## src/rtl/mshr_pkg.sv

```systemverilog
// mshr_pkg: shared widths and issuer state encoding for the MSHR drain path
package mshr_pkg;
  localparam int ADDR_TAG_BITS = 20;
  localparam int DATA_BITS = 90;
  localparam int LINE_BITS = 256;
  typedef enum logic {IDLE, REQ} issuer_state_e;
endpackage

```

## src/rtl/mshr_credit_counter.sv

```systemverilog
// mshr_credit_counter: in-flight request count saturating at 0 and MAX_OUTSTANDING
module mshr_credit_counter #(
  parameter int MAX_OUTSTANDING = 4,
  parameter int CNT_BITS = 4
) (
  input  logic                clk_i,
  input  logic                rst_ni,
  input  logic                inc_i,
  input  logic                dec_i,
  output logic [CNT_BITS-1:0] count_o,
  output logic                full_o,
  output logic                underflow_o
);
  localparam logic [CNT_BITS-1:0] MAX = CNT_BITS'(MAX_OUTSTANDING);
  logic [CNT_BITS-1:0] count_q, count_d;
  assign count_o = count_q;
  assign full_o = count_q == MAX;
  // A simultaneous inc/dec cancels, so only a lone decrement at zero is an underflow
  assign underflow_o = dec_i && !inc_i && count_q == '0;
  always_comb begin
    count_d = inc_i && !dec_i && !full_o ? count_q + 1'b1 :
              dec_i && !inc_i && count_q != '0 ? count_q - 1'b1 : count_q;
  end
  always_ff @(posedge clk_i) begin
    if (!rst_ni) count_q <= '0;
    else count_q <= count_d;
  end
endmodule

```

## src/rtl/mshr_mem_issuer.sv

```systemverilog
// mshr_mem_issuer: pops MSHR entries, issues them to memory under a credit limit,
// and retires entries / forwards fill lines on memory responses.
module mshr_mem_issuer import mshr_pkg::*; #(
  parameter int ADDR_TAG_BITS = mshr_pkg::ADDR_TAG_BITS,
  parameter int DATA_BITS = mshr_pkg::DATA_BITS,
  parameter int LINE_BITS = mshr_pkg::LINE_BITS,
  parameter int MAX_OUTSTANDING = 4,
  parameter int CNT_BITS = 4
) (
  input  logic                     clk,
  input  logic                     reset,
  input  logic                     enable,
  input  logic                     mshr_read_valid,
  input  logic [ADDR_TAG_BITS-1:0] mshr_read_tag,
  input  logic [DATA_BITS-1:0]     mshr_read_data,
  output logic                     mshr_read_next,
  output logic                     mem_req_valid,
  input  logic                     mem_req_ready,
  output logic [ADDR_TAG_BITS-1:0] mem_req_tag,
  output logic [DATA_BITS-1:0]     mem_req_data,
  input  logic                     mem_resp_valid,
  input  logic [ADDR_TAG_BITS-1:0] mem_resp_tag,
  input  logic [LINE_BITS-1:0]     mem_resp_line,
  output logic                     mshr_del,
  output logic [ADDR_TAG_BITS-1:0] mshr_del_tag,
  output logic                     fill_valid,
  output logic [ADDR_TAG_BITS-1:0] fill_tag,
  output logic [LINE_BITS-1:0]     fill_line,
  output logic [CNT_BITS-1:0]      outstanding,
  output logic                     resp_err
);
  issuer_state_e state_q, state_d;
  logic [ADDR_TAG_BITS-1:0] req_tag_q, resp_tag_q;
  logic [DATA_BITS-1:0] req_data_q;
  logic [LINE_BITS-1:0] resp_line_q;
  logic resp_v_q, err_q, full, underflow, cap, hs;
  assign cap = state_q == IDLE && enable && mshr_read_valid && !full;
  assign hs = state_q == REQ && mem_req_ready;
  mshr_credit_counter #(.MAX_OUTSTANDING(MAX_OUTSTANDING), .CNT_BITS(CNT_BITS)) u_credit (
    .clk_i(clk), .rst_ni(reset), .inc_i(hs), .dec_i(mem_resp_valid),
    .count_o(outstanding), .full_o(full), .underflow_o(underflow)
  );
  always_ff @(posedge clk) begin
    if (!reset) state_q <= IDLE;
    else state_q <= state_d;
  end
  always_comb begin
    state_d = state_q == IDLE ? (cap ? REQ : IDLE) : (mem_req_ready ? IDLE : REQ);
  end
  always_comb begin
    mshr_read_next = cap;
    mem_req_valid = state_q == REQ;
  end
  always_ff @(posedge clk) begin
    if (!reset) begin
      req_tag_q <= '0;
      req_data_q <= '0;
      resp_v_q <= 1'b0;
      resp_tag_q <= '0;
      resp_line_q <= '0;
      err_q <= 1'b0;
    end else begin
      if (cap) begin
        req_tag_q <= mshr_read_tag;
        req_data_q <= mshr_read_data;
      end
      resp_v_q <= mem_resp_valid && !underflow;
      if (mem_resp_valid) begin
        resp_tag_q <= mem_resp_tag;
        resp_line_q <= mem_resp_line;
      end
      err_q <= err_q || underflow;
    end
  end
  assign mem_req_tag = req_tag_q;
  assign mem_req_data = req_data_q;
  assign mshr_del = resp_v_q;
  assign mshr_del_tag = resp_tag_q;
  assign fill_valid = resp_v_q;
  assign fill_tag = resp_tag_q;
  assign fill_line = resp_line_q;
  assign resp_err = err_q;
endmodule

```

## config.mk

```make
export PLATFORM = sky130hd
export DESIGN_NAME = mshr_mem_issuer
export DESIGN_NICKNAME = d
export VERILOG_FILES = /design/src/rtl/mshr_pkg.sv /design/src/rtl/mshr_credit_counter.sv /design/src/rtl/mshr_mem_issuer.sv
export SDC_FILE = /design/constraint.sdc
export NUM_CORES = 1
export LEC_CHECK = 0
export CORE_AREA = 8 8 312 314
export DETAILED_ROUTE_END_ITERATION = 7
export DIE_AREA = 0 0 320 322
export PLACE_DENSITY_LB_ADDON = 0.05
export SYNTH_ARGS = -nofsm -noshare
export SYNTH_HDL_FRONTEND = slang
export SYNTH_SLANG_ARGS = --single-unit
```

## constraint.sdc

```tcl
create_clock -name clk -period 5.17 [get_ports clk]
set_clock_uncertainty 0.1 [all_clocks]
set_input_delay 1.034 -clock clk [delete_from_list [all_inputs] [get_ports clk]]
set_output_delay 1.034 -clock clk [all_outputs]
set_load 0.03 [all_outputs]
```

==> impl_metrics.tcl, run 1 <==
set metrics [dict create \
    outcome "finished clean" \
    vias_per_cell 3.66 \
    cts_made_buffers 55 \
    fillers 9769 \
    cap_violations 0 \
    synthesis.nets 1825 \
    min_path_type "flip-flop to flip-flop" \
    start_kind "input pin" \
    ys_ff_latch 393 \
    rsz0062_at_grt "false" \
    rows 112 \
    worst_slew_pin_slew_ns 1.10 \
    chipHeight_um 322 \
    gp_congestion 0.735 \
    crit_required_ns 4.04 \
    worst_slack_ns 1.07 \
    grt_max_degree 138 \
    antenna_found_initial 22 \
    syn_area_per_cell_um2 10.4 \
    ir_drop_uv 231 \
    arrival_ns 2.96 \
    max_slew_margin_pct 26.8 \
    max_freq_mhz 244 \
    layout_common_cells "804 x clkdlybuf4s50_1, 393 x dfxtp_1, 279 x mux2i_1" \
    die_w_um 320 \
    synthCells 1430 \
    worst-path-max-fanout 22 \
    postCtsSetupRepairBufs 0 \
    grt_pass1_wl_mm 99.3 \
    dr.pass1.iters 4 \
    ys_seq_area_share_pct 52.7 \
    cts-root-buf "clkbuf_16" \
    clkLatencyLatePin_ns 0.59 \
    post-route-min-period_ns 4.10 \
    hold_violations 0 \
    end_kind "output pin" \
    ctsResizeCount 0 \
    layout-drive-gt1-share_pct 4.23 \
    drt_wl_total_mm 71.8 \
    grt_pass1_vias 13200 \
    power_leakage_nw 9.88 \
    worstSetupPathType "input pin to output pin" \
    finalMaxSlewViolations 0 \
    clock_sinks 393 \
    dp_hpwl_mm 53.6 \
    floorplan.die_area_um2 103000 \
    fin_nets 2577 \
    holdBufCountCts 0 \
    setup_violations 0 \
    final_antenna_net_count 0 \
    finish.utilization_pct 27.8 \
    syn_to_final_growth_pct 72.6 \
    clkTransAtPathRegs_ns 0.05 \
    mostFrequentLayoutCell "clkdlybuf4s50_1" \
    port-buffer-count 806 \
    coreArea_um2 92500 \
    htreeDepth 2 \
    cts_tree "yes" \
    vias 12600 \
    drt-wirelength-per-cell_um 20.9 \
    grt-ovfl-total 0 \
    cts_buffer_depth 3 \
    finalCritPeriodShare_pct 79.3 \
    drt-initial-drc-count 411 \
    drcViolationCount 0 \
    pin_count 807 \
    synth_cell_types 30 \
    grt_use_total_pct 13.1 \
    fin_tns_setup_ns 0 \
    initial_core_util_pct 16.1 \
    p_per_area_nw_per_um2 356 \
    syn-cell-area_um2 14900 \
    yosys_warnings 0 \
    dpl_worst_slack_ns 1.01 \
]
synthesized netlist by cell type (all sizes together):
cell    number  area share, %
xor2         1          0.059
nand3b       1          0.050
a21oi        2          0.067
a21bo        1          0.067
buf         74            3.2
mux2i      279             19
nand2      225            5.7
and2         1          0.042
fa           1           0.13
nor4         1          0.042
nand2b       2          0.084
xnor2        1          0.059
a21boi     111            5.6
nor2b      278             12
nor2         2          0.050
nor4b        1           0.10
a21o         1          0.050
inv          2          0.050
a31oi        1          0.042
dfxtp      393             53
ha           2           0.17
o22ai        1          0.042
or3          1          0.042
o211a        1          0.067
clkbuf      47            1.2
final cells by class:
type	count	area (um2)	share of cell area [%]
clock buffers	86	1640	6.35
diodes	16	40.0	0.155
well taps	1197	1500	5.82
repair buffers	816	8200	31.8
clock inverters	11	113	0.437
flip-flops and latches	393	7870	30.6
inverters	2	8.76	0.0340
multi-input cells	914	6390	24.8
worst max-delay path, cell delays in order:
cell	delay, ns
clkdlybuf4s50_1	0.50
nand2_1	0.08
or3_4	0.48
clkinv_2	0.09
clkdlybuf4s50_1	0.77
registers in the layout, summed over array words and instances, names as in the netlist:
register          cells
mem_req_valid         1
mem_req_tag          20
u_credit.count_o      4
fill_line           256
fill_valid            1
fill_tag             20
mem_req_data         90
resp_err              1
stage by stage:
step	hold WS (ns)	total power [W]	area (um2)	cells
finish	0.351	0.00916	25800	3435
CTS	0.353	0.00944	25700	3419
detailed placement	0.345	0.00557	24000	3322
floorplan	0.479	0.00453	14900	1430
global placement	0.340	0.00556	24000	3322
global route	0.365	0.00968	25700	3426
kinds of logic after synthesis:
family / Yosys count / synth area share, %
flip-flops: 393 / 52.7
adder cells (fa/ha/maj): 3 / 0.302
AO/OA/AOI/OAI: 118 / 5.92
XOR/XNOR: 2 / 0.117
AND/OR/NAND/NOR: 512 / 17.7
buffers and inverters: 123 / 4.48
multiplexers: 279 / 18.7
per-layer routing:
| metal | part of all wire, % | GRT usage (%) |
|---|---|---|
| met5 | 0.20 | 0 |
| met4 | 2.1 | 3.65 |
| met3 | 12 | 7.21 |
| met2 | 51 | 23.6 |
| met1 | 35 | 13.0 |
final timing paths:
path | start | to | slack [ns] | cells after the start
worst max-delay path | enable | mshr_read_next | 1.07 | 5
worst min register to register | mem_req_data[17]$_SDFFE_PN0P_ | mem_req_data[17]$_SDFFE_PN0P_ | 0.35 | 2
worst min-delay path | mem_req_data[17]$_SDFFE_PN0P_ | mem_req_data[17]$_SDFFE_PN0P_ | 0.35 | 2
worst max register to register | u_credit.count_o[0]$_SDFFE_PN0P_ | mem_req_data[88]$_SDFFE_PN0P_ | 2.27 | 7
report_power, final:
part | switching, W | internal, W | leakage (nW)
combinational | 0.00112 | 0.000934 | 5.78
clock | 0.00146 | 0.00225 | 0.862
sequential | 0.000141 | 0.00326 | 3.23
total | 0.00272 | 0.00645 | 9.88
Note: power is estimated with default switching activity, not from simulation.
==> run 2: changes to the inputs <==
--- a/config.mk
+++ b/config.mk
@@ -5,9 +5,9 @@
 export SDC_FILE = /design/constraint.sdc
 export NUM_CORES = 1
 export LEC_CHECK = 0
-export CORE_AREA = 8 8 312 314
+export CORE_AREA = 8 8 304 306
 export DETAILED_ROUTE_END_ITERATION = 7
-export DIE_AREA = 0 0 320 322
+export DIE_AREA = 0 0 312 314
 export PLACE_DENSITY_LB_ADDON = 0.05
 export SYNTH_ARGS = -nofsm -noshare
 export SYNTH_HDL_FRONTEND = slang
==> constraint.sdc (replaced) <==
create_clock -name clk -period 3.38 [get_ports clk]
set_clock_uncertainty 0.1 [all_clocks]
set_input_delay 0.676 -clock clk [delete_from_list [all_inputs] [get_ports clk]]
set_output_delay 0.676 -clock clk [all_outputs]
set_load 0.03 [all_outputs]
==> run 2 against run 1 <==
Compared with the run above: worst hold slack lost 0.0026 ns; clock power up 47%; sequential share of layout area rose by 0.082 points; utilization grew 1.5 points; sequential cell count stayed put.
==> impl_metrics.tcl, run 2 (synthesis gave the netlist of run 1 again) <==
set metrics [dict create \
    rsz0062_at_grt "false" \
    final_antenna_net_count 0 \
    clkTransAtPathRegs_ns 0.06 \
    post-route-min-period_ns 2.92 \
    drcViolationCount 0 \
    grt_pass1_vias 13300 \
    port-buffer-count 806 \
    arrival_ns 2.14 \
    power_frac_seq_pct 37.7 \
    pin_count 807 \
    p_comb_share_pct 22.9 \
    syn_to_final_growth_pct 72.1 \
    end_kind "output pin" \
    cap_violations 0 \
    internal_power_w 0.00970 \
    ctsResizeCount 0 \
    grt-ovfl-total 0 \
    max_freq_mhz 343 \
    cts_buffer_depth 3 \
    crit_required_ns 2.60 \
    mostFrequentLayoutCell "clkdlybuf4s50_1" \
    dp_hpwl_mm 53.6 \
    finalMaxSlewViolations 0 \
    finish.utilization_pct 29.3 \
    gp_congestion 0.737 \
    dpl_worst_slack_ns 0.592 \
    rows 109 \
    fin_nets 2577 \
    holdBufCountCts 0 \
    layout_common_cells "803 x clkdlybuf4s50_1, 393 x dfxtp_1, 279 x mux2i_1" \
    cp-startpoint "u_credit.count_o[2]$_SDFFE_PN0P_" \
    finalCritPeriodShare_pct 86.3 \
    clkPwrFrac_pct 39.4 \
    grt_pass1_wl_mm 99.9 \
    hold_violations 0 \
    p_total_w 0.0138 \
    vias_per_cell 3.72 \
    drt-initial-drc-count 416 \
    die_w_um 312 \
    outcome "finished clean" \
    max_slew_margin_pct 36.4 \
    dr.pass1.iters 4 \
    cts_made_buffers 53 \
    worst_slew_pin_slew_ns 0.954 \
    regArea_um2 7870 \
    start_kind "flip-flop" \
    switchingPower_w 0.00414 \
    antenna_found_initial 24 \
    grt_use_total_pct 13.8 \
    cts-root-buf "clkbuf_16" \
    fillers 9267 \
    vias 12600 \
    worst-path-max-fanout 5 \
    fin_tns_setup_ns 0 \
    min_path_type "flip-flop to flip-flop" \
    power_leakage_nw 9.87 \
    drt-wirelength-per-cell_um 21.0 \
    chipHeight_um 314 \
    p_per_area_nw_per_um2 539 \
    floorplan.die_area_um2 98000 \
    grt_max_degree 112 \
    worstSetupPathType "flip-flop to output pin" \
    clkLatencyLatePin_ns 0.59 \
    hold_ws_ns 0.348 \
    worst_slack_ns 0.463 \
    multiInputGateArea_um2 6390 \
    ir_drop_uv 408 \
    min-delay-start "mem_req_data[64]$_SDFFE_PN0P_" \
    initial_core_util_pct 17.0 \
    swShare_pct 29.9 \
    postCtsSetupRepairBufs 0 \
    cts_tree "yes" \
    drt_wl_total_mm 71.2 \
    coreArea_um2 87600 \
    layout-drive-gt1-share_pct 4.29 \
    largest_register_ffs 256 \
    clock_sinks 393 \
    htreeDepth 2 \
    r2r_start "u_credit.count_o[2]$_SDFFE_PN0P_" \
    setup_violations 0 \
]
==> run 2: cell count changes in the layout (fill, tap and decap cells not counted), sizes merged <==
cell and change:
clkbuf -3, diode -5, clkinv -3, bufinv -2
clkdlybuf4s50 -1, buf +3
==> run 2: power by group through the flow <==
| stage | combinational, W | sequential, W | clock (W) |
|---|---|---|---|
| after floorplan | 0.000967 | 0.00596 | 0 |
| after global placement | 0.00324 | 0.00530 | 0 |
| after detailed placement | 0.00324 | 0.00531 | 0 |
| after CTS | 0.00325 | 0.00522 | 0.00577 |
| after global routing | 0.00339 | 0.00526 | 0.00594 |
| final | 0.00317 | 0.00521 | 0.00546 |
==> run 2: worst paths after layout <==
check,cells after the start,slack [ns],to
setup / recovery,4,0.46,mshr_read_next
hold / removal,2,0.35,mem_req_data[64]$_SDFFE_PN0P_
setup reg to reg,8,0.88,u_credit.count_o[3]$_SDFFE_PN0P_
hold reg to reg,2,0.35,mem_req_data[64]$_SDFFE_PN0P_
==> run 2: cell type report <==
type	instances	area share, %
clock buffers	83	6.35
flip-flops and latches	393	30.6
clock inverters	6	0.146
diodes	11	0.107
multi-input cells	914	24.9
well taps	1165	5.68
inverters	2	0.0341
repair buffers	818	32.2
==> run 2: routing by layer <==
layer  global-route usage (%)  part of all wire (%)  up-vias
met1                     13.5                    35     5815
met4                     4.59                   2.7       28
met5                        0                  0.24        -
met3                     6.87                    11      111
met2                     25.1                    51      478
li1                         -                     -     6184
==> run 2: critical path: stages, from the launching register on <==
cell and delay, ns:
dfxtp_1 0.45, nor4b_2 0.55, or3_4 0.26, clkinv_2 0.09, buf_4 0.18
==> run 2: stage by stage <==
stage / area, um2 / cells
after global placement: 24000 / 3292
after CTS: 25700 / 3381
final: 25700 / 3392
after global routing: 25700 / 3388
after detailed placement: 24000 / 3292
after floorplan: 14900 / 1430
==> run 3: changes to the inputs <==
--- a/config.mk
+++ b/config.mk
@@ -9,6 +9,7 @@
 export DETAILED_ROUTE_END_ITERATION = 7
 export DIE_AREA = 0 0 312 314
 export PLACE_DENSITY_LB_ADDON = 0.05
+export SKIP_CTS_REPAIR_TIMING = 1
 export SYNTH_ARGS = -nofsm -noshare
 export SYNTH_HDL_FRONTEND = slang
 export SYNTH_SLANG_ARGS = --single-unit
==> results of run 3 <==
The final DEF is identical to that of run 2; final timing and power are the same.
